File: src/rtl/div_recon_pkg.sv
// div_recon_pkg: shared types and width helpers for the dividend reconstruction unit.
// The state enum, default operand widths and the result-width derivation are kept here
// so that the top level and the bench agree on them.
package div_recon_pkg;

  localparam int WQ_DEF = 3;
  localparam int WY_DEF = 2;
  localparam int WR_DEF = 3;

  typedef enum logic [1:0] {
    IDLE = 2'd0,
    RUN  = 2'd1,
    DONE = 2'd2
  } state_e;

  // Result width: wide enough for Q*Y + R, so the top carry can never be lost.
  function automatic int recon_wp(input int wq, input int wy, input int wr);
    int prod_w;
    prod_w = wq + wy;
    if (wr > prod_w) begin
      return wr + 1;
    end else begin
      return prod_w + 1;
    end
  endfunction

endpackage

File: src/rtl/div_recon_adder.sv
// div_recon_adder: W-bit ripple-carry adder built from full-adder cells.
// Carry-in is zero. The most significant cell produces only a sum bit because the
// caller sizes W so that the final carry is always zero.
module div_recon_adder #(
  parameter int W = 6
) (
  input  logic [W-1:0] i_a,
  input  logic [W-1:0] i_b,
  output logic [W-1:0] o_sum
);

  logic [W-1:0] w_c;

  assign w_c[0] = 1'b0;

  for (genvar g = 0; g < W; g++) begin : g_fa
    assign o_sum[g] = i_a[g] ^ i_b[g] ^ w_c[g];
    if (g < W - 1) begin : g_carry
      assign w_c[g+1] = (i_a[g] & i_b[g]) | (w_c[g] & (i_a[g] ^ i_b[g]));
    end
  end

endmodule

File: src/rtl/div_reconstruct.sv
// div_reconstruct: sequential shift-and-add unit computing P = Q*Y + R, one divisor bit
// per clock, with valid/ready handshakes on both sides.
// Optional feature macro: DIV_RECON_CHECK_EN adds in_x (expected dividend) and out_err
// (registered P != in_x flag). Datapath and timing are identical in both builds.
module div_reconstruct
  import div_recon_pkg::*;
#(
  parameter  int WQ = WQ_DEF,
  parameter  int WY = WY_DEF,
  parameter  int WR = WR_DEF,
  localparam int WP = recon_wp(WQ, WY, WR)
) (
  input  logic          clk,
  input  logic          rst,
  input  logic          in_valid,
  output logic          in_ready,
  input  logic [WQ-1:0] in_q,
  input  logic [WY-1:0] in_y,
  input  logic [WR-1:0] in_r,
  output logic          out_valid,
  input  logic          out_ready,
  output logic [WP-1:0] out_p
`ifdef DIV_RECON_CHECK_EN
  ,
  input  logic [WP-1:0] in_x,
  output logic          out_err
`endif
);

  localparam int CW = $clog2(WY + 1);

  state_e        r_state;
  state_e        w_state_nxt;

  logic [WP-1:0] r_m;
  logic [WY-1:0] r_s;
  logic [WP-1:0] r_a;
  logic [CW-1:0] r_cnt;
  logic          r_in_ready;
  logic          r_out_valid;
  logic [WP-1:0] r_out_p;

  logic          w_last;
  logic          w_load;
  logic          w_iter;
  logic          w_finish;
  logic          w_consume;
  logic [WP-1:0] w_addend;
  logic [WP-1:0] w_sum;

  // Last iteration is the one whose counter value is WY-1.
  assign w_last = (r_cnt == CW'(WY - 1));

  // Gate the multiplicand with the current divisor bit; the adder itself is unconditional.
  assign w_addend = r_s[0] ? r_m : {WP{1'b0}};

  div_recon_adder #(
    .W (WP)
  ) u_adder (
    .i_a   (r_a),
    .i_b   (w_addend),
    .o_sum (w_sum)
  );

  // State register: reset always returns to IDLE, abandoning any operation in flight.
  always_ff @(posedge clk) begin
    if (rst) begin
      r_state <= IDLE;
    end else begin
      r_state <= w_state_nxt;
    end
  end

  // Next-state logic for the IDLE -> RUN -> DONE -> IDLE cycle.
  always_comb begin
    w_state_nxt = r_state;
    case (r_state)
      IDLE: begin
        if (r_in_ready && in_valid) begin
          w_state_nxt = RUN;
        end else begin
          w_state_nxt = IDLE;
        end
      end
      RUN: begin
        if (w_last) begin
          w_state_nxt = DONE;
        end else begin
          w_state_nxt = RUN;
        end
      end
      DONE: begin
        if (out_ready) begin
          w_state_nxt = IDLE;
        end else begin
          w_state_nxt = DONE;
        end
      end
      default: begin
        w_state_nxt = IDLE;
      end
    endcase
  end

  // Per-state control strobes driving the datapath and output registers.
  always_comb begin
    w_load    = 1'b0;
    w_iter    = 1'b0;
    w_finish  = 1'b0;
    w_consume = 1'b0;
    case (r_state)
      IDLE: begin
        w_load = r_in_ready & in_valid;
      end
      RUN: begin
        w_iter   = 1'b1;
        w_finish = w_last;
      end
      DONE: begin
        w_consume = out_ready;
      end
      default: begin
        w_load = 1'b0;
      end
    endcase
  end

  // in_ready is registered from the next state so it is high exactly while in IDLE.
  always_ff @(posedge clk) begin
    if (rst) begin
      r_in_ready <= 1'b1;
    end else begin
      r_in_ready <= (w_state_nxt == IDLE);
    end
  end

  // Iteration datapath: load operands on accept, then shift-and-add once per cycle.
  always_ff @(posedge clk) begin
    if (rst) begin
      r_m   <= {WP{1'b0}};
      r_s   <= {WY{1'b0}};
      r_a   <= {WP{1'b0}};
      r_cnt <= {CW{1'b0}};
    end else if (w_load) begin
      r_m   <= WP'(in_q);
      r_s   <= in_y;
      r_a   <= WP'(in_r);
      r_cnt <= {CW{1'b0}};
    end else if (w_iter) begin
      r_a   <= w_sum;
      r_m   <= r_m << 1;
      r_s   <= r_s >> 1;
      r_cnt <= r_cnt + CW'(1);
    end
  end

  // Result registers: capture the final accumulator sum on the last iteration, hold in DONE.
  always_ff @(posedge clk) begin
    if (rst) begin
      r_out_valid <= 1'b0;
      r_out_p     <= {WP{1'b0}};
    end else if (w_finish) begin
      r_out_valid <= 1'b1;
      r_out_p     <= w_sum;
    end else if (w_consume) begin
      r_out_valid <= 1'b0;
    end
  end

  assign in_ready  = r_in_ready;
  assign out_valid = r_out_valid;
  assign out_p     = r_out_p;

`ifdef DIV_RECON_CHECK_EN
  logic [WP-1:0] r_x;
  logic          r_out_err;

  // Expected-dividend capture at accept time.
  always_ff @(posedge clk) begin
    if (rst) begin
      r_x <= {WP{1'b0}};
    end else if (w_load) begin
      r_x <= in_x;
    end
  end

  // Error flag is registered alongside out_p and cleared when the result is consumed.
  always_ff @(posedge clk) begin
    if (rst) begin
      r_out_err <= 1'b0;
    end else if (w_finish) begin
      r_out_err <= (w_sum != r_x);
    end else if (w_consume) begin
      r_out_err <= 1'b0;
    end
  end

  assign out_err = r_out_err;
`endif

endmodule
File: config.mk
export PLATFORM = sky130hd
export DESIGN_NAME = div_reconstruct
export DESIGN_NICKNAME = d
export VERILOG_FILES = /design/src/rtl/div_recon_pkg.sv /design/src/rtl/div_recon_adder.sv /design/src/rtl/div_reconstruct.sv
export SDC_FILE = /design/constraint.sdc
export NUM_CORES = 1
export LEC_CHECK = 0
export ABC_CLOCK_PERIOD_IN_PS = 2900
export BUFFER_PORTS_ARGS = -buffer_cell sky130_fd_sc_hd__buf_2
export CORE_MARGIN = 2
export CORE_UTILIZATION = 54
export CTS_CLUSTER_SIZE = 24
export DETAILED_ROUTE_END_ITERATION = 10
export HOLD_SLACK_MARGIN = 0.12
export PLACE_DENSITY = 0.77
export REMOVE_ABC_BUFFERS = 1
export SKIP_CTS_REPAIR_TIMING = 1
export SYNTH_ARGS = -nofsm -noshare
export SYNTH_HDL_FRONTEND = slang
export SYNTH_SLANG_ARGS = --single-unit
File: constraint.sdc
create_clock -name clk -period 2.9 [get_ports clk]
set_input_delay 0 -clock clk [delete_from_list [all_inputs] [get_ports clk]]
set_output_delay 0 -clock clk [all_outputs]
set_load 0.05 [all_outputs]
# Word level (Yosys, flattened, before mapping)
# Index checks and enable logic that the tools add are counted.
# word_totals
reg_bits	26
input_bits	12
out_inout_bits	8
wordCells	62
# op_classes
addsub	1
eq_ne	3
n_mux	17
bitwise	25
n_reduce_logical	6
# ops
operator	count
two-way mux 3 bit	4
XOR 1 bit	11
bitwise AND 1 bit	10
two-way mux 2 bit	4
two-way mux 1 bit	7
two-way mux 6 bit	1
case mux 2 bit (3 select lines)	1
equality test 2 x 1 -> 1 bit, second input constant	2
zero test 2 bit	2
OR 1 bit	4
nonzero test 2 bit	2
adder 2 x 1 -> 2 bit, second input constant	1
equality test 2 bit, second input constant	1
OR reduction 2 bit	1
logical AND 1 bit	1

# Logic depth before layout (Yosys ltp)
# Gate-level depths: netlist of run 1.
# logic_depth
ltp_word	11
depth_mapped	11
mapped_depth_nobuf	11

# Cells and area by module
# Synthesis of run 1 repeated with hierarchy kept, for this count alone.
# hier_totals
cells_unflattened	134
hier_area_um2	1202.4
# modules_own_cells
module	n_inst	cells_per_inst	area_per_inst_um2	seq_area_each_um2
div_reconstruct	1	123	1067.3	520.5
div_recon_adder	1	11	135.1	0.0

# Least setup slack after synthesis of run 1
# Ideal clock, no wire load.
# synth_path
kind	register to register
start	register r_s[0]
end	register r_out_p[5] (netlist: out_p[5])
setup_ps	62
arrival_time_ps	2654
required_time_ps	2838
path_slack_ps	184
path_stages_with_launch	12
path_buffers	0
period_less_slack_ps	2716
cell_sequence	dfxtp_1 > and2_1 > ha_1 > inv_1 > fa_1 > inv_1 > fa_1 > fa_1 > fa_1 > nand3b_1 > a2111o_1 > nand3_1
# synth_between
elab_chain_len	11
elab_cells_between_ends	20
classes_between	mux (1); bitwise (19)
# synth_lines
element	line	source
from (decl)	div_reconstruct.sv:36	logic [WY-1:0] r_s;
from (signal assigned)	div_reconstruct.sv:141	r_s <= {WY{1'b0}};
from (signal assigned)	div_reconstruct.sv:146	r_s <= in_y;
from (signal assigned)	div_reconstruct.sv:152	r_s <= r_s >> 1;
two-way mux 6 bit (*)	div_reconstruct.sv:55	assign w_addend = r_s[0] ? r_m : {WP{1'b0}};
bitwise AND 1 bit or XOR 1 bit (tied branches)	div_recon_adder.sv:19	assign w_c[g+1] = (i_a[g] & i_b[g]) | (w_c[g] & (i_a[g] ^ i_b[g]));
bitwise AND 1 bit	div_recon_adder.sv:19	
OR 1 bit	div_recon_adder.sv:19	
bitwise AND 1 bit	div_recon_adder.sv:19	
OR 1 bit	div_recon_adder.sv:19	
bitwise AND 1 bit	div_recon_adder.sv:19	
OR 1 bit	div_recon_adder.sv:19	
bitwise AND 1 bit	div_recon_adder.sv:19	
OR 1 bit	div_recon_adder.sv:19	
XOR 1 bit (*)	div_recon_adder.sv:17	assign o_sum[g] = i_a[g] ^ i_b[g] ^ w_c[g];
to (signal assigned)	div_reconstruct.sv:161	r_out_p <= {WP{1'b0}};
to (signal assigned)	div_reconstruct.sv:164	r_out_p <= w_sum;
to (decl)	div_reconstruct.sv:41	logic [WP-1:0] r_out_p;
# Every way passes the cells marked *; elsewhere a longest branch is shown, timed or not.
# A chain may end at the register's enable or synchronous reset.

# Worst setup path after layout of run 1
# layout_path
start	register r_m[0]
end	register r_out_p[5] (netlist: out_p[5])
# layout_between
elab_chain_len	11
# layout_lines
element	line	source
from (decl)	div_reconstruct.sv:35	logic [WP-1:0] r_m;
from (signal assigned)	div_reconstruct.sv:140	r_m <= {WP{1'b0}};
from (signal assigned)	div_reconstruct.sv:145	r_m <= WP'(in_q);
from (signal assigned)	div_reconstruct.sv:151	r_m <= r_m << 1;
two-way mux 6 bit	div_reconstruct.sv:55	
bitwise AND 1 bit (2 in series)	div_recon_adder.sv:19	
OR 1 bit	div_recon_adder.sv:19	
bitwise AND 1 bit	div_recon_adder.sv:19	
OR 1 bit	div_recon_adder.sv:19	
bitwise AND 1 bit	div_recon_adder.sv:19	
OR 1 bit	div_recon_adder.sv:19	
bitwise AND 1 bit	div_recon_adder.sv:19	
OR 1 bit	div_recon_adder.sv:19	
XOR 1 bit	div_recon_adder.sv:17	
# Every way passes these cells.

==> metrics.md, run 1 <==
| Metric | Value |
|---|---|
| Post-synthesis sequential area ratio | `44.2%` |
| Most used flip-flop cell after synthesis | `dfxtp_1` |
| Hold slack | `0.243 ns` |
| Post-route DRC | `0` |
| Fraction of synthesized cell area taken by the top area cell type | `44.2%` |
| Mux cell area share after synthesis | `0.849%` |
| Post-synth EDFFs | `0` |
| # setup viols final | `0` |
| Final Slew Violations | `0` |
| Inserted Diodes | `0` |
| CP Launch Type | `register` |
| Worst-Margin Slew | `0.559 ns` |
| Data arrival time of the worst path | `3.00 ns` |
| TritonCTS clock tree | `built` |
| Shortest period the worst path allows | `2.74 ns` |
| Vias per cell | `5.34` |
| Die Wd | `50.7 µm` |
| Clock tree buffer depth | `2` |
| Clock buffer count from CTS | `3` |
| Worst EP required | `3.16 ns` |
| Sum Neg Setup Slack | `0 ns` |
| Die height | `50.7 µm` |
| I/O Pins | `20` |
| P&R area growth vs syn | `23.0%` |
| H-tree Lvls | `1` |
| DRT Wirelength | `2330 µm` |
| Vias in the first global route | `951` |
| Worst skew pair latency | `0.31 ns` |
| Clock skew | `0.00142 ns` |
| Cell Pwr Density | `472 nW/µm²` |
| Xor/xnor share of the synthesized area | `0.743%` |
| DR vias | `1,025` |
| Worst hold-check path type | `in -> reg` |
| Drt wl/cell | `12.2 µm` |
| All-Layer GR Usage | `20.3%` |
| Clock slew at reported path FFs | `0.13 ns` |
| Max_slew headroom | `62.5%` |
| Core ar. | `2000 µm²` |
| Grt ovf | `0` |
| IO Port Bufs | `19` |
| Max_cap viols | `0` |
| Design area | `1450 µm²` |
| Netlist cell types | `33` |
| Worst Setup End Kind | `register` |
| Complex-gate fraction of the synthesized area | `16.0%` |
| Share of cells above drive strength 1 | `17.6%` |
| Post-Syn Area | `1180 µm²` |
| Starting density of the core | `58.9%` |
| WS Path Type | `reg -> reg` |
| Main combinational cell family by area after synthesis | `simple AND/OR/NAND/NOR gates` |
| RePlAce Congestion | `0.764` |
| ANT nets after route | `0` |
| DRT Pass-1 Iters | `5` |
| Top post-synthesis cells by area | `dfxtp_1 (44%), a21oi_1 (8.5%), nand2_1 (8.3%), fa_1 (6.8%), nand3_1 (4.2%)` |
| First-pass GRT wire length | `3950 µm` |
| Antenna violations before repair | `0` |
| Detailed Place HPWL | `1620 µm` |
| # fillers | `164` |
| Ys async rst share | `0%` |
| Clock sinks | `26` |
| DP Area | `1290 µm²` |
| Row cnt | `16` |
| Largest area contributor in the netlist | `dfxtp_1` |
| Worst vdd ir | `388 µV` |
| #FFs+latches synth | `26` |
| Fmax | `0.365 GHz` |
| # nets final | `185` |
| Root Buffer | `clkbuf_4` |
| Die Area | `2570 µm²` |
| Mapped Cells | `135` |
| DRC violation total after the first TritonRoute iteration | `21` |
| Crit share post-route | `94.6%` |
| Simple logic cell fraction of the synthesized area | `24.8%` |
| RSZ-0062 raised after global routing | `false` |
| Final hold viol count | `0` |
| Synth Area per Inst | `8.73 µm²` |
| Pleak | `0.000571 µW` |
| Status | `complete, no violations` |
| Synth Area in Adders | `8.92%` |
| Ys Warns | `0` |
| Largest net degree at the start of global routing | `21` |
| Crit Path Max Fanout | `3` |
cells in the mapped netlist, types with 2 or more instances:
master / instances
clkbuf_1: 2
fa_1: 4
nand3_1: 10
nor2_1: 5
nand3b_1: 2
a21oi_1: 20
a22oi_1: 4
buf_2: 2
dfxtp_1: 26
nor2b_1: 2
ha_1: 2
or3b_1: 2
nand2_1: 26
inv_1: 5
a211oi_1: 2
and2_1: 4
worst max-delay path, cell delays in order, from the launching register on:
cell and delay, ns:
dfxtp_2 0.35, and2_1 0.15, ha_1 0.17, inv_1 0.06, fa_1 0.15, inv_1 0.05
fa_2 0.34, fa_2 0.35, fa_2 0.35, nand3b_1 0.21, a2111o_1 0.43, nand3_1 0.08
flip-flops by register name, summed over array words and instances, names as in the netlist:
name and flops:
in_ready 1, r_s 2, out_p 6, r_m 6, r_state 2, r_a 6
r_cnt 2, out_valid 1
area by class of cell:
class / instances / area (µm²) / share of cell area (%)
multi-input cells: 97 / 613 / 42.3
repair buffers: 34 / 240 / 16.6
clock buffers: 3 / 22.5 / 1.55
well taps: 27 / 33.8 / 2.33
flip-flops and latches: 26 / 522 / 36.0
inverters: 5 / 18.8 / 1.29
stage by stage:
step / total power (µW) / instances / util (%) / worst slack [ns]
floorplan: 482 / 128 / - / 0.184
CTS: 674 / 179 / 65.5 / 0.0359
finish: 684 / 192 / 72.4 / 0.157
detailed placement: 526 / 176 / 64.4 / 0.0665
global placement: 521 / 176 / 64.4 / 0.132
global route: 718 / 192 / 72.4 / 0.0487
final timing paths:
check	to	slack [ns]	cells past startpoint	startpoint
worst min register to register	out_p[0]$_SDFFE_PP0P_	0.46	2	out_p[0]$_SDFFE_PP0P_
worst max register to register	out_p[5]$_SDFFE_PP0P_	0.16	11	r_m[0]$_SDFFE_PP0P_
worst min-delay path	r_s[1]$_SDFFE_PP0P_	0.24	5	in_valid
worst max-delay path	out_p[5]$_SDFFE_PP0P_	0.16	11	r_m[0]$_SDFFE_PP0P_
layout by cell type (no fill, tap or decap):
cell type	instances
and2b_1	1
nand4bb_1	1
or3b_1	2
a21bo_2	1
a2111o_1	1
buf_4	2
mux2i_1	1
nor2b_1	2
a21oi_1	20
nand3b_1	2
and3b_1	1
nand2_1	26
o21ai_0	1
fa_2	3
a211oi_1	2
clkbuf_4	3
nand4_1	1
a2bb2oi_1	1
nand3_1	10
nand2b_1	1
dfxtp_1	25
buf_2	19
nor2_1	5
and2_1	4
dlygate4sd3_1	13
fa_1	1
nor4bb_1	1
a311oi_1	1
a22oi_1	4
xnor2_1	1
dfxtp_2	1
ha_1	2
inv_1	5
or3_1	1
cells by family after synthesis:
logic type      Yosys count
flops                    26
xor+xnor                  1
compound gates           31
mux                       1
buf+inv                  12
fa+ha+maj                 6
simple gates             58
layer usage:
metal / global-route usage (%) / vias up / wire, µm
li1: - / 531 / -
met1: 25.7 / 465 / 1090
met2: 33.8 / 25 / 1110
met3: 3.87 / 4 / 105
met4: 8.11 / 0 / 27
met5: 0 / - / 0
where the power goes:
group          internal, µW  switching [µW]  leakage, µW
logic                  58.3            82.7     0.000345
registers               379            16.0     0.000212
clock network          48.5             100    0.0000138
Note: power is estimated with default switching activity, not from simulation.
==> inputs of run 2 (changes only) <==
MAX_ROUTING_LAYER = met4   (was not set)
==> metrics.md, run 2 (same netlist as run 1, synthesis figures left out) <==
| Metric | Value |
|---|---|
| Status | `complete, no violations` |
| RePlAce Congestion | `0.774` |
| Pleak | `0.000571 µW` |
| Clock slew at reported path FFs | `0.13 ns` |
| Die Area | `2570 µm²` |
| Max incr delay on CP | `0.43 ns` |
| Worst-Margin Slew | `0.542 ns` |
| Setup ws final | `0.164 ns` |
| Row cnt | `16` |
| DR vias | `1,041` |
| Worst vdd ir | `390 µV` |
| CP Launch Type | `register` |
| Grt ovf | `0` |
| Detailed Place HPWL | `1620 µm` |
| DRT Pass-1 Iters | `5` |
| Util after Layout | `72.4%` |
| Data arrival time of the worst path | `3.00 ns` |
| P&R area growth vs syn | `23.0%` |
| Sum Neg Setup Slack | `0 ns` |
| Cell family with most CP delay | `adder cells` |
| Post-route DRC | `0` |
| Antenna violations before repair | `0` |
| Shortest period the worst path allows | `2.74 ns` |
| Clock tree buffer depth | `2` |
| # setup viols final | `0` |
| Final Slew Violations | `0` |
| Root Buffer | `clkbuf_4` |
| Most used cell along the critical path | `fa_2` |
| Clock sinks | `26` |
| DRC violation total after the first TritonRoute iteration | `19` |
| Core ar. | `2000 µm²` |
| H-tree Lvls | `1` |
| WS Path Type | `reg -> reg` |
| Final hold viol count | `0` |
| # nets final | `185` |
| Die Wd | `50.7 µm` |
| Fmax | `0.366 GHz` |
| DRT Wirelength | `2340 µm` |
| Max_cap viols | `0` |
| Share of cells above drive strength 1 | `17.6%` |
| Buf+Inv Stages, Crit Path | `2` |
| Worst skew pair latency | `0.31 ns` |
| I/O Pins | `20` |
| Cell Pwr Density | `473 nW/µm²` |
| Die height | `50.7 µm` |
| Inserted Diodes | `0` |
| Drt wl/cell | `12.2 µm` |
| Worst Setup End Kind | `register` |
| Pre-CTS WS | `0.0665 ns` |
| IO Port Bufs | `19` |
| All-Layer GR Usage | `20.8%` |
| First-pass GRT wire length | `3950 µm` |
| Vias in the first global route | `954` |
| Crit share post-route | `94.3%` |
| Slowest stage cell, crit path | `a2111o_1` |
| Crit Path Max Fanout | `3` |
| Most frequent cells in the layout | `nand2_1 (26), dfxtp_1 (25), a21oi_1 (20)` |
| Clock skew | `0.00320 ns` |
| CP Cell Sequence | `and2_1 -> ha_1 -> inv_1 -> fa_1 -> inv_1 -> fa_2 -> fa_2 -> fa_2 -> nand3b_1 -> a2111o_1 -> nand3_1` |
| Worst EP required | `3.17 ns` |
| ANT nets after route | `0` |
| Vias per cell | `5.42` |
| Clock buffer count from CTS | `3` |
| RSZ-0062 raised after global routing | `false` |
| Commonest non-fill, non-tap cell in the layout | `nand2_1` |
| Largest net degree at the start of global routing | `21` |
| Starting density of the core | `58.9%` |
| Max_slew headroom | `63.7%` |
| Worst hold-check path type | `in -> reg` |
| TritonCTS clock tree | `built` |
==> run 2: worst paths after layout <==
kind	startpoint	end	slack, ns	cells past startpoint
min reg2reg	out_p[0]$_SDFFE_PP0P_	out_p[0]$_SDFFE_PP0P_	0.46	2
max	r_m[0]$_SDFFE_PP0P_	out_p[5]$_SDFFE_PP0P_	0.16	11
max reg2reg	r_m[0]$_SDFFE_PP0P_	out_p[5]$_SDFFE_PP0P_	0.16	11
min	in_valid	r_s[1]$_SDFFE_PP0P_	0.24	5
==> run 2: through the flow <==
step,cell area [µm²],power [µW],cells,hold slack [ns]
floorplan,1140,482,128,0.0691
global placement,1290,521,176,0.243
detailed placement,1290,526,176,0.253
CTS,1310,674,179,-0.0943
global route,1450,718,192,0.274
finish,1450,686,192,0.242
==> run 2: cell type report <==
class	count	area (µm²)
fillers	164	552
well taps	27	33.8
multi-input cells	97	613
repair buffers	34	240
clock buffers	3	22.5
flip-flops and latches	26	522
inverters	5	18.8
==> run 2: power breakdown <==
group | internal (µW) | leakage, µW | total (µW) | switching [µW]
sequential | 379 | 0.000212 | 395 | 15.8
combinational | 58.2 | 0.000345 | 141 | 82.5
clock | 48.6 | 0.0000138 | 150 | 102
==> run 2: layer usage <==
metal / up-vias / share of wire [%] / GRT usage (%)
met5: - / 0 / -
met2: 34 / 48 / 33.8
met3: 6 / 5.0 / 3.87
met1: 470 / 45 / 25.7
met4: 0 / 1.4 / 8.11
li1: 531 / - / -
==> run 2: tightest hold or removal path, stage by stage <==
cell and delay (ns):
buf_2 0.10, nor4bb_1 0.13, buf_4 0.16, nand2_1 0.07, a21oi_1 0.05
==> inputs of run 3 (changes only) <==
ABC_AREA = 1   (was not set)
==> metrics.md, run 3 <==
| Metric | Value |
|---|---|
| Fmax | `0.383 GHz` |
| # setup viols final | `0` |
| Share of cells above drive strength 1 | `15.5%` |
| Final Slew Violations | `0` |
| ANT nets after route | `0` |
| Max incr delay on CP | `0.40 ns` |
| First-pass GRT wire length | `4420 µm` |
| Slowest stage cell, crit path | `dfxtp_1` |
| Pleak | `0.000734 µW` |
| P&R area growth vs syn | `21.5%` |
| Clock tree buffer depth | `2` |
| Worst-Margin Slew | `0.504 ns` |
| Ys async rst share | `0%` |
| DRT Wirelength | `2880 µm` |
| CP Cell Sequence | `nand2_1 -> inv_1 -> ha_1 -> inv_1 -> fa_1 -> inv_1 -> fa_1 -> fa_1 -> fa_1 -> inv_1 -> nand2_1 -> nand3b_1 -> nand3_1 -> nand2_1 -> inv_1` |
| # nets final | `225` |
| TritonCTS clock tree | `built` |
| RSZ-0062 raised after global routing | `false` |
| Worst Setup End Kind | `register` |
| Largest net degree at the start of global routing | `19` |
| Netlist cell types | `20` |
| IO Port Bufs | `19` |
| All-Layer GR Usage | `22.5%` |
| Data arrival time of the worst path | `2.85 ns` |
| RePlAce Congestion | `0.849` |
| Most used flip-flop cell after synthesis | `dfxtp_1` |
| Vias per cell | `5.14` |
| Clock buffer count from CTS | `3` |
| Post-Syn Area | `1260 µm²` |
| Cell Pwr Density | `482 nW/µm²` |
| Crit share post-route | `90.1%` |
| DR vias | `1,203` |
| Worst hold-check path type | `in -> reg` |
| WS Path Type | `reg -> reg` |
| Detailed Place HPWL | `2020 µm` |
| #FFs+latches synth | `26` |
| Util after Layout | `69.1%` |
| Synth Area per Inst | `7.23 µm²` |
| Die height | `52.3 µm` |
| Post-synthesis sequential area ratio | `41.4%` |
| Synth top cells by count | `nand2_1 (51), dfxtp_1 (26), inv_1 (23)` |
| Drt wl/cell | `12.3 µm` |
| Largest area contributor in the netlist | `dfxtp_1` |
| Root Buffer | `clkbuf_4` |
| Shortest period the worst path allows | `2.61 ns` |
| Ys Warns | `0` |
| H-tree Lvls | `1` |
| Worst skew pair latency | `0.32 ns` |
| Clock slew at reported path FFs | `0.15 ns` |
| Antenna violations before repair | `0` |
| Die Area | `2730 µm²` |
| Vias in the first global route | `1,086` |
| Crit Path Max Fanout | `7` |
| Most frequent cells in the layout | `nand2_1 (51), dfxtp_1 (26), inv_1 (23)` |
| I/O Pins | `20` |
| Clock sinks | `26` |
| Status | `complete, no violations` |
| CP Launch Type | `register` |
| Max_slew headroom | `66.4%` |
| Die Wd | `52.3 µm` |
| DRT Pass-1 Iters | `4` |
| Buf+Inv Stages, Crit Path | `5` |
| Clock skew | `0.00788 ns` |
| Cell family with most CP delay | `adder cells` |
| Commonest non-fill, non-tap cell in the layout | `nand2_1` |
| Post-synth EDFFs | `0` |
| Row cnt | `17` |
| Most used cell along the critical path | `inv_1` |
| Core ar. | `2210 µm²` |
| Post-route DRC | `0` |
| Most frequent cell after synthesis | `nand2_1` |
| Mapped Cells | `174` |
| Grt ovf | `0` |
| Worst vdd ir | `297 µV` |
| Top post-synthesis cells by area | `dfxtp_1 (41%), nand2_1 (15%), inv_1 (6.9%), a21oi_1 (6.8%), fa_1 (6.4%)` |
| Worst EP required | `3.14 ns` |
| Starting density of the core | `56.8%` |
| Inserted Diodes | `0` |
| DRC violation total after the first TritonRoute iteration | `45` |
| Final hold viol count | `0` |
| Max_cap viols | `0` |
| Sum Neg Setup Slack | `0 ns` |
| Fraction of synthesized cell area taken by the top area cell type | `41.4%` |
[run 3: kinds of logic (layout without fill, tap and decap cells)]
logic type	Yosys count	after routing	synth area share (%)
adders and majority gates	6	6	8.36
xor gates and xnor gates	1	1	0.697
DFF	26	26	41.4
buffers and inverters	30	62	9.85
AOI/OAI and AO/OA	20	20	7.96
and+or+nand+nor	91	91	31.7
[run 3: per-layer routing]
| metal | vias up | global-route usage [%] | wire (µm) |
|---|---|---|---|
| met5 | - | - | 0 |
| met4 | 0 | 6.41 | 51 |
| met3 | 6 | 2.57 | 143 |
| met2 | 45 | 42.8 | 1530 |
| met1 | 554 | 24.6 | 1160 |
| li1 | 598 | - | - |
[run 3: where the power goes]
| group | switching (µW) | leakage [µW] | internal, µW |
|---|---|---|---|
| Sequential | 17.3 | 0.000211 | 378 |
| Combinational | 101 | 0.000502 | 55.2 |
| Clock | 109 | 0.0000210 | 76.8 |
[run 3: path summary, 6_finish.rpt]
| kind | from | endpoint | slack (ns) | cells past startpoint |
|---|---|---|---|---|
| worst max-delay path | r_s[0]$_SDFFE_PP0P_ | out_p[5]$_SDFFE_PP0P_ | 0.29 | 15 |
| worst min-delay path | in_valid | r_m[2]$_SDFFE_PP0P_ | 0.29 | 6 |
| worst max register to register | r_s[0]$_SDFFE_PP0P_ | out_p[5]$_SDFFE_PP0P_ | 0.29 | 15 |
| worst min register to register | out_p[0]$_SDFFE_PP0P_ | out_p[0]$_SDFFE_PP0P_ | 0.47 | 2 |
[run 3: metrics by stage]
stage / cells / hold WS, ns / worst slack, ns / power, µW / cell area, µm²
after floorplan: 170 / 0.0691 / 0.489 / 499 / 1230
final: 234 / 0.290 / 0.286 / 737 / 1530
after detailed placement: 217 / 0.261 / 0.298 / 541 / 1360
after global routing: 234 / 0.336 / 0.0875 / 776 / 1530
after global placement: 217 / 0.257 / 0.435 / 532 / 1360
after CTS: 221 / -0.0923 / 0.271 / 725 / 1400
[run 3: area by class of cell]
type / count / area, µm²
Fill cell: 188 / 684
Multi-Input combinational cell: 118 / 613
Sequential cell: 26 / 520
Timing Repair Buffer: 32 / 225
Inverter: 26 / 97.6
Clock buffer: 4 / 36.3
Tap cell: 28 / 35.0
[run 3: worst register-to-register path: cells and delay by family (launching register included)]
| family | cells | cell delay, ns |
|---|---|---|
| adder cells (fa/ha/maj) | 5 | 1.47 |
| AND/OR/NAND/NOR | 5 | 0.41 |
| flip-flops | 1 | 0.40 |
| buffers and inverters | 5 | 0.26 |
